==> config.mk <==
export PLATFORM = sky130hd
export DESIGN_NAME = fetch_refill
export DESIGN_NICKNAME = d
export VERILOG_FILES = /design/src/rtl/fetch_refill.sv
export SDC_FILE = /design/constraint.sdc
export NUM_CORES = 2
export LEC_CHECK = 0
export CORE_ASPECT_RATIO = 1.25
export CORE_MARGIN = 8
export CORE_UTILIZATION = 35
export CTS_CLUSTER_SIZE = 28
export DETAILED_ROUTE_END_ITERATION = 16
export HOLD_SLACK_MARGIN = 0.15
export PLACE_DENSITY_LB_ADDON = 0.12
export SYNTH_ARGS = -nofsm -noshare
export SYNTH_HDL_FRONTEND = slang
export SYNTH_MEMORY_MAX_BITS = 65536
export SYNTH_SLANG_ARGS = --single-unit
==> constraint.sdc <==
create_clock -name clk -period 5.44 [get_ports clk]
set_clock_uncertainty 0.05 [all_clocks]
set_input_delay 0.816 -clock clk [delete_from_list [all_inputs] [get_ports clk]]
set_output_delay 0.816 -clock clk [all_outputs]
set_load 0.1 [all_outputs]
==> src/rtl/fetch_refill.sv <==
// fetch_refill: instruction-fetch stage with a direct-mapped I-cache and a
// miss-refill FSM. Hits are served combinationally from the current PC.
// A miss requests the line-aligned block and streams it in over BEATS beats.
// Redirects and flushes seen mid-refill are held and applied on completion.
module fetch_refill #(
    parameter int          SETS       = 32,
    parameter int          LINE_WORDS = 4,
    parameter int          BEAT_BITS  = 64,
    parameter logic [31:0] RESET_PC   = 32'h0000_0000
) (
    input  logic                 clk,
    input  logic                 rst_n,
    input  logic                 advance,
    input  logic                 branch,
    input  logic [31:0]          branch_target,
    input  logic                 flush_all,
    output logic                 mem_req,
    output logic [31:0]          mem_addr,
    input  logic                 mem_ack,
    input  logic                 mem_beat_valid,
    input  logic [BEAT_BITS-1:0] mem_beat,
    output logic [31:0]          inst,
    output logic                 inst_valid,
    output logic [31:0]          pc_out,
    output logic                 busy
);

    localparam int IDX_BITS  = $clog2(SETS);
    localparam int OFF_BITS  = $clog2(LINE_WORDS * 4);
    localparam int WORD_BITS = OFF_BITS - 2;
    localparam int TAG_BITS  = 32 - IDX_BITS - OFF_BITS;
    localparam int BEATS     = (LINE_WORDS * 32) / BEAT_BITS;
    localparam int WPB       = BEAT_BITS / 32;
    localparam int CNT_W     = (BEATS > 1) ? $clog2(BEATS) : 1;
    localparam logic [CNT_W-1:0] LAST_BEAT = CNT_W'(BEATS - 1);

    localparam logic [1:0] ST_RUN  = 2'd0;
    localparam logic [1:0] ST_REQ  = 2'd1;
    localparam logic [1:0] ST_FILL = 2'd2;

    logic [31:0]         pc_reg, pc_next;
    logic [1:0]          state_reg, state_next;
    logic [CNT_W-1:0]    beat_cnt_reg, beat_cnt_next;
    logic                pend_v_reg, pend_v_next;
    logic [31:0]         pend_pc_reg, pend_pc_next;
    logic                pend_flush_reg, pend_flush_next;
    logic [SETS-1:0]     valid_reg, valid_next;

    logic [TAG_BITS-1:0] tag_array [SETS];
    logic [31:0]         word_rd [LINE_WORDS];

    logic [TAG_BITS-1:0]  pc_tag;
    logic [IDX_BITS-1:0]  pc_idx;
    logic [WORD_BITS-1:0] pc_word;
    logic                 hit;
    logic                 redirect;
    logic [31:0]          target_aligned;
    logic                 beat_we;
    logic                 last_beat;
    logic                 unused_target_bits;

    // The low target bits never reach the PC; this keeps them visibly consumed.
    assign unused_target_bits = ^branch_target[1:0];

    assign pc_tag         = pc_reg[31:IDX_BITS+OFF_BITS];
    assign pc_idx         = pc_reg[IDX_BITS+OFF_BITS-1:OFF_BITS];
    assign pc_word        = pc_reg[OFF_BITS-1:2];
    assign hit            = valid_reg[pc_idx] && (tag_array[pc_idx] == pc_tag);
    assign redirect       = advance && branch;
    assign target_aligned = {branch_target[31:2], 2'b00};
    assign beat_we        = (state_reg == ST_FILL) && mem_beat_valid;
    assign last_beat      = beat_we && (beat_cnt_reg == LAST_BEAT);

    // Next-state logic for the PC, the refill FSM and the pending redirect/flush.
    always_comb begin
        pc_next         = pc_reg;
        state_next      = state_reg;
        beat_cnt_next   = beat_cnt_reg;
        pend_v_next     = pend_v_reg;
        pend_pc_next    = pend_pc_reg;
        pend_flush_next = pend_flush_reg;
        valid_next      = valid_reg;

        case (state_reg)
            ST_RUN: begin
                if (redirect) begin
                    pc_next = target_aligned;
                end else if (advance && hit) begin
                    pc_next = pc_reg + 32'd4;
                end
                // A flush wins over the miss; the lookup simply repeats next cycle.
                if (flush_all) begin
                    valid_next = '0;
                end else if (!hit && !redirect) begin
                    state_next         = ST_REQ;
                    valid_next[pc_idx] = 1'b0;
                end
            end
            ST_REQ, ST_FILL: begin
                // The PC is frozen on the missing line; redirects and flushes wait.
                if (redirect) begin
                    pend_v_next  = 1'b1;
                    pend_pc_next = target_aligned;
                end
                if (flush_all) begin
                    pend_flush_next = 1'b1;
                end
                if (state_reg == ST_REQ) begin
                    if (mem_ack) begin
                        state_next    = ST_FILL;
                        beat_cnt_next = '0;
                    end
                end else if (beat_we) begin
                    beat_cnt_next = beat_cnt_reg + CNT_W'(1);
                    if (last_beat) begin
                        state_next    = ST_RUN;
                        beat_cnt_next = '0;
                        if (pend_v_next) begin
                            pc_next = pend_pc_next;
                        end
                        pend_v_next = 1'b0;
                        if (pend_flush_next) begin
                            valid_next = '0;
                        end else begin
                            valid_next[pc_idx] = 1'b1;
                        end
                        pend_flush_next = 1'b0;
                    end
                end
            end
            default: begin
                state_next = ST_RUN;
            end
        endcase
    end

    // Control and PC registers with synchronous active-low reset.
    always_ff @(posedge clk) begin
        if (!rst_n) begin
            pc_reg         <= RESET_PC;
            state_reg      <= ST_RUN;
            beat_cnt_reg   <= '0;
            pend_v_reg     <= 1'b0;
            pend_pc_reg    <= '0;
            pend_flush_reg <= 1'b0;
            valid_reg      <= '0;
        end else begin
            pc_reg         <= pc_next;
            state_reg      <= state_next;
            beat_cnt_reg   <= beat_cnt_next;
            pend_v_reg     <= pend_v_next;
            pend_pc_reg    <= pend_pc_next;
            pend_flush_reg <= pend_flush_next;
            valid_reg      <= valid_next;
        end
    end

    // Tag is written with the last beat, in the same edge that sets valid.
    always_ff @(posedge clk) begin
        if (rst_n && last_beat) begin
            tag_array[pc_idx] <= pc_tag;
        end
    end

    // One storage column per word of the line; each column takes its lane of
    // the beat whose slot number matches the word's position in the line.
    genvar gi;
    generate
        for (gi = 0; gi < LINE_WORDS; gi++) begin : g_word
            localparam int SLOT = gi / WPB;
            localparam int LANE = gi % WPB;
            logic [31:0] word_mem [SETS];

            // Capture this word's lane when its beat arrives.
            always_ff @(posedge clk) begin
                if (rst_n && beat_we && (beat_cnt_reg == CNT_W'(SLOT))) begin
                    word_mem[pc_idx] <= mem_beat[LANE*32 +: 32];
                end
            end

            assign word_rd[gi] = word_mem[pc_idx];
        end
    endgenerate

    assign inst       = word_rd[pc_word];
    assign inst_valid = (state_reg == ST_RUN) && hit;
    assign pc_out     = pc_reg;
    assign busy       = (state_reg != ST_RUN);
    assign mem_req    = (state_reg == ST_REQ);
    assign mem_addr   = {pc_reg[31:OFF_BITS], {OFF_BITS{1'b0}}};

endmodule

; ---- Word-level counts from Yosys, hierarchy flattened
; Memories as Yosys holds them, arrays and structs flattened. A register that Yosys moved wholly into a read port is not among the register bits.
; Index checks and enable logic that the tools add are counted.
[totals]
mem_bits_rw = 4832
register_bits = 101
output_inout_bits = 99
mem_count = 5
[op_classes]
reduce_logical = 23
eq_ne = 15
add_sub_neg = 2
n_mux = 59
n_bitwise = 5
order_cmp = 3
[mem_list]
columns = memory, depth, word_bits, read_ports, rd_ports_with_merged_regs, write_ports, line
row1 = g_word[0].word_mem, 32, 32, 1, 1, 1, 172  ; logic [31:0] word_mem [SETS];
row2 = g_word[1].word_mem, 32, 32, 1, 1, 1, 172
row3 = g_word[2].word_mem, 32, 32, 1, 1, 1, 172
row4 = g_word[3].word_mem, 32, 32, 1, 1, 1, 172
row5 = tag_array, 32, 23, 1, 1, 1, 49  ; logic [TAG_BITS-1:0] tag_array [SETS];
[ops]
columns = cell, n
row1 = $mux 32, 15
row2 = $pmux 32 s2, 2
row3 = $bmux 32 s2, 1
row4 = $mux 5, 10
row5 = $add 32x3->32 const B, 1
row6 = $and 32x32->32, 1
row7 = $not 32->32, 1
row8 = $or 32x32->32, 1
row9 = $eq 23x23->1, 1
row10 = $mux 1, 22
row11 = $ne 3x3->1 const B, 5
row12 = $logic_and 1x1->1, 12
row13 = $mux 2, 6
row14 = $ne 2x2->1 const B, 6
row15 = $reduce_and 5->1, 2
row16 = $lt 5x6->1 const B, 1
row17 = $reduce_and 6->1, 1
row18 = $reduce_bool 2->1, 3
row19 = $bmux 1 s5, 1
row20 = $demux 1 s5, 1
row21 = $ge 5x1->1 const B, 1
row22 = $pmux 2 s2, 1
row23 = $ge 3x3->1 const B, 1
row24 = $not 2->3, 1
row25 = other kinds (9), 10

; ---- Logic depth before layout (Yosys ltp)
[depth]
depth_word = 10
ltp_mapped = 18
depth_no_buf = 10

; ---- Worst setup path before layout
; Ideal clock, no wire load.
[synth_path]
kind = reg2out
from = reg pc_reg[4], in the netlist pc_out[4]
to = out inst_valid
stages_incl_launch_ff = 10
t_arrival_ps = 5709
t_required_ps = 4574
path_buffers = 2
path_slack_ps = -1135
cell_sequence = dfxtp_1 > buf_6 > buf_6 > mux4_2 > o2111ai_1 > nand4_1 > or4_1 > or4b_1 > or4b_4 > nor3_1
[synth_between]
elab_chain_len = 4
[synth_rtl]
columns = element, line
row1 = start: declaration, 41  ; logic [31:0] pc_reg, pc_next;
row2 = start signal: assignment, 148  ; pc_reg <= pc_next;
row3 = $bmux 1 s5, 68  ; assign hit = valid_reg[pc_idx] && (tag_array[pc_idx] == pc_tag);
row4 = $mux 1 (implied by the code), 68
row5 = $logic_and 1x1->1, 68
row6 = $logic_and 1x1->1, 186  ; assign inst_valid = (state_reg == ST_RUN) && hit;
row7 = end: declaration, 23  ; output logic inst_valid,
; No other way between the ends. The select of a mux whose other input is x is not followed.

==> reports/results.tsv <==
metric	value	unit
viasPerCell	5.55	
startpoint_type	flop	
synth_edf_count	4832	
dieArea	568000	um2
timing.final.crit_share	104	%
synthArstFlopShare	0	%
first_pass_iters	6	
cts_tree	done	
post-route-util	42.0	%
crit_cells	12	
arrival	4810	ps
power_density	456	nW/um2
drc	0	
synth-warning-count	0	
yosysTopAreaCell	edfxtp_1	
synth_area	191000	um2
core	544000	um2
ys_seq_area_share	77.3	%
grt-ovfl-total	0	
grt.busiest_layer	met2	
rsz0062_at_grt	true	
grt_pass1_vias	95500	
grt_start_max_net_pins	68	
cts_hold_buf	0	
relSlewSlack	15.8	%
clk_pin_slew	70	ps
hold-path-cell-count	3	
netlist.area_leader.share	76.1	%
period_minus_slack	5680	ps
grt_pass1_wl	829000	um
hold_path_class	input pin to flop	
synthFlopType	edfxtp_1	
synth-seq-cells	4938	
slowest_delay	580	ps
critPathTopFamily	simple AND/OR/NAND/NOR gates	
power	104	mW
most-common-layout-cells	4,832 x edfxtp_1, 1,469 x mux4_2, 556 x clkbuf_16, 392 x buf_4, 254 x buf_12	
grt_use_met2	37.6	%
violations	setup timing	
initial_core_util	35.1	%
gr-usage-met3	2.72	%
num_io_pins	202	
num_rows	303	
regMostFlops	g_word.word_mem	
die_w	676	um
placed_cell_area	206000	um2
syn-instance-count	8145	
place_hpwl	335000	um
crit_path_max_fanout	10	
drt_iter0_drc	10400	
slew_viol_final	0	
clk_latency	1070	ps
antenna_left	0	
reg_top3	g_word.word_mem x4096, tag_array x736	
syn2layout_area_growth	19.7	%
p_leak	69.6	nW
grt_util_all_layers	21.1	%
ff2ff_path_depth	33	
fmax	0.176	GHz
worstMarginPinSlew	1260	ps
cp_num_buf_inv	4	
drv_cap	0	
yosys-top-cells-area	edfxtp_1 76%, mux4_2 17%, dfxtp_1 1.1%	
drive_gt1_share	34.5	%
setup_ws	-236	ps
nNetsFinal	9269	
drt-wirelength-per-cell	36.7	um
final_common_cell	edfxtp_1	
grt.met1_usage	27.4	%
portBuffers	195	
h-tree-depth	6	
post_synth.cell_area_avg	23.4	um2
pre_cts_ws	344	ps
cp_common_cell	buf_12	
final_cell_area	228000	um2
cpMaxStageDelayCell	or4_4	
max-clock-path-buffers	4	
run_status	finished with violations	
fillCellCount	47000	
ir_worst_vdd	0.423	mV
cts_buffers	520	
cp.required	4570	ps
wl	617000	um
clock_sinks	4938	
vias	93200	
final_hold_viol_count	0	
ys_types	81	
setup_violations	30	
chipHeight	841	um
end_kind	primary output	
largest_reg_flops	4096	
path_cells	buf_12 -> buf_8 -> and2_4 -> a22o_1 -> a221oi_2 -> mux4_2 -> xnor2_2 -> buf_4 -> or4b_4 -> or4_4 -> nor3_4 -> buf_12	
critPathKind	flop to primary output	
cts_root_buf	clkbuf_16	
gp_congestion	0.808	
antenna_found_initial	54	
layer usage:
metal / share of wire [%] / vias to the layer above / routed length [um]
met5: 0.011 / - / 65
met4: 3.1 / 10 / 18900
met3: 5.2 / 781 / 31900
met2: 52 / 3149 / 320000
met1: 40 / 52200 / 246000
li1: - / 37100 / -
where the power goes:
group	switching, mW	internal, mW
Clock	15.0	19.5
Sequential	0.403	42.1
Combinational	14.6	12.4
cells in the mapped netlist, drive strengths merged, types with 3 or more instances:
master	count
and3	17
mux4	1470
and4	4
dfxtp	106
a32oi	5
nor2b	14
xnor2	20
nand3	68
ha	5
nor4	9
nor3b	4
xor2	17
nand2	194
and2	15
o211ai	12
a211oi	27
o31ai	3
o221ai	15
a32o	6
a31oi	6
or4	4
mux2	39
a22o	6
nor2	164
o22ai	19
nand2b	13
o21bai	3
inv	49
a22oi	39
or2	4
nor3	35
nand4	22
buf	191
clkbuf	302
or4b	3
o21ai	62
o2111ai	5
a222oi	3
and3b	3
and2b	3
edfxtp	4832
mux2i	167
a21o	33
a221oi	18
a21oi	82
cells by family after synthesis:
group / after synthesis / share of synthesized area (%)
xor gates and xnor gates: 37 / 0.170
buffers and inverters: 543 / 1.29
muxes: 1676 / 18.5
other: 1 / 0.00197
adders and majority gates: 5 / 0.0328
AOI/OAI and AO/OA: 361 / 1.33
and+or+nand+nor: 584 / 1.44
DFF: 4938 / 77.3
cell type report:
cell class              count  area (um2)  share of cell area [%]
well taps                7167        8970                    3.93
repair buffers            982       13200                    5.80
clock inverters           277        2380                    1.04
flip-flops and latches   4938      147000                    64.6
diodes                     63         158                  0.0691
multi-input cells        2667       42000                    18.4
inverters                  50         215                  0.0944
clock buffers             653       13900                    6.07
repair inverters            2        17.5                 0.00768
worst reg2reg max path: cells and delay by family (launching register included):
| kind | cells | cell delay, ps |
|---|---|---|
| multiplexers | 1 | 490 |
| flip-flops | 1 | 440 |
| AO/OA/AOI/OAI | 4 | 960 |
| XOR/XNOR | 1 | 170 |
| buffers and inverters | 24 | 2820 |
| AND/OR/NAND/NOR | 3 | 300 |
timing repair:
item | in CTS | in global routing
gates resized for setup | 252 | 94
endpoints found under the setup margin | 33 | 65
buffers inserted | 133 | 74
pin swaps | 17 | 14
gates cloned | 52 | 23
final timing paths:
| check | end | startpoint | slack, ps |
|---|---|---|---|
| setup reg to reg | valid_reg[17]$_SDFFE_PN0P_ | flop | 110 |
| hold / removal | pend_pc_reg[17]$_SDFFE_PN0N_ | branch_target[17] | 300 |
| setup / recovery | inst_valid | flop | -240 |
| hold reg to reg | pc_out[1]$_SDFFE_PN0P_ | pc_out[1]$_SDFFE_PN0P_ | 410 |
through the flow:
stage | cells | hold slack, ps | TNS [ps]
finish | 16800 | 301 | -2010
CTS | 16600 | 199 | -4990
floorplan | 8148 | 385 | -32740
global placement | 15500 | 399 | 0
global route | 16800 | 275 | -4790
detailed placement | 15500 | 401 | 0
(Power assumes the default switching activity.)
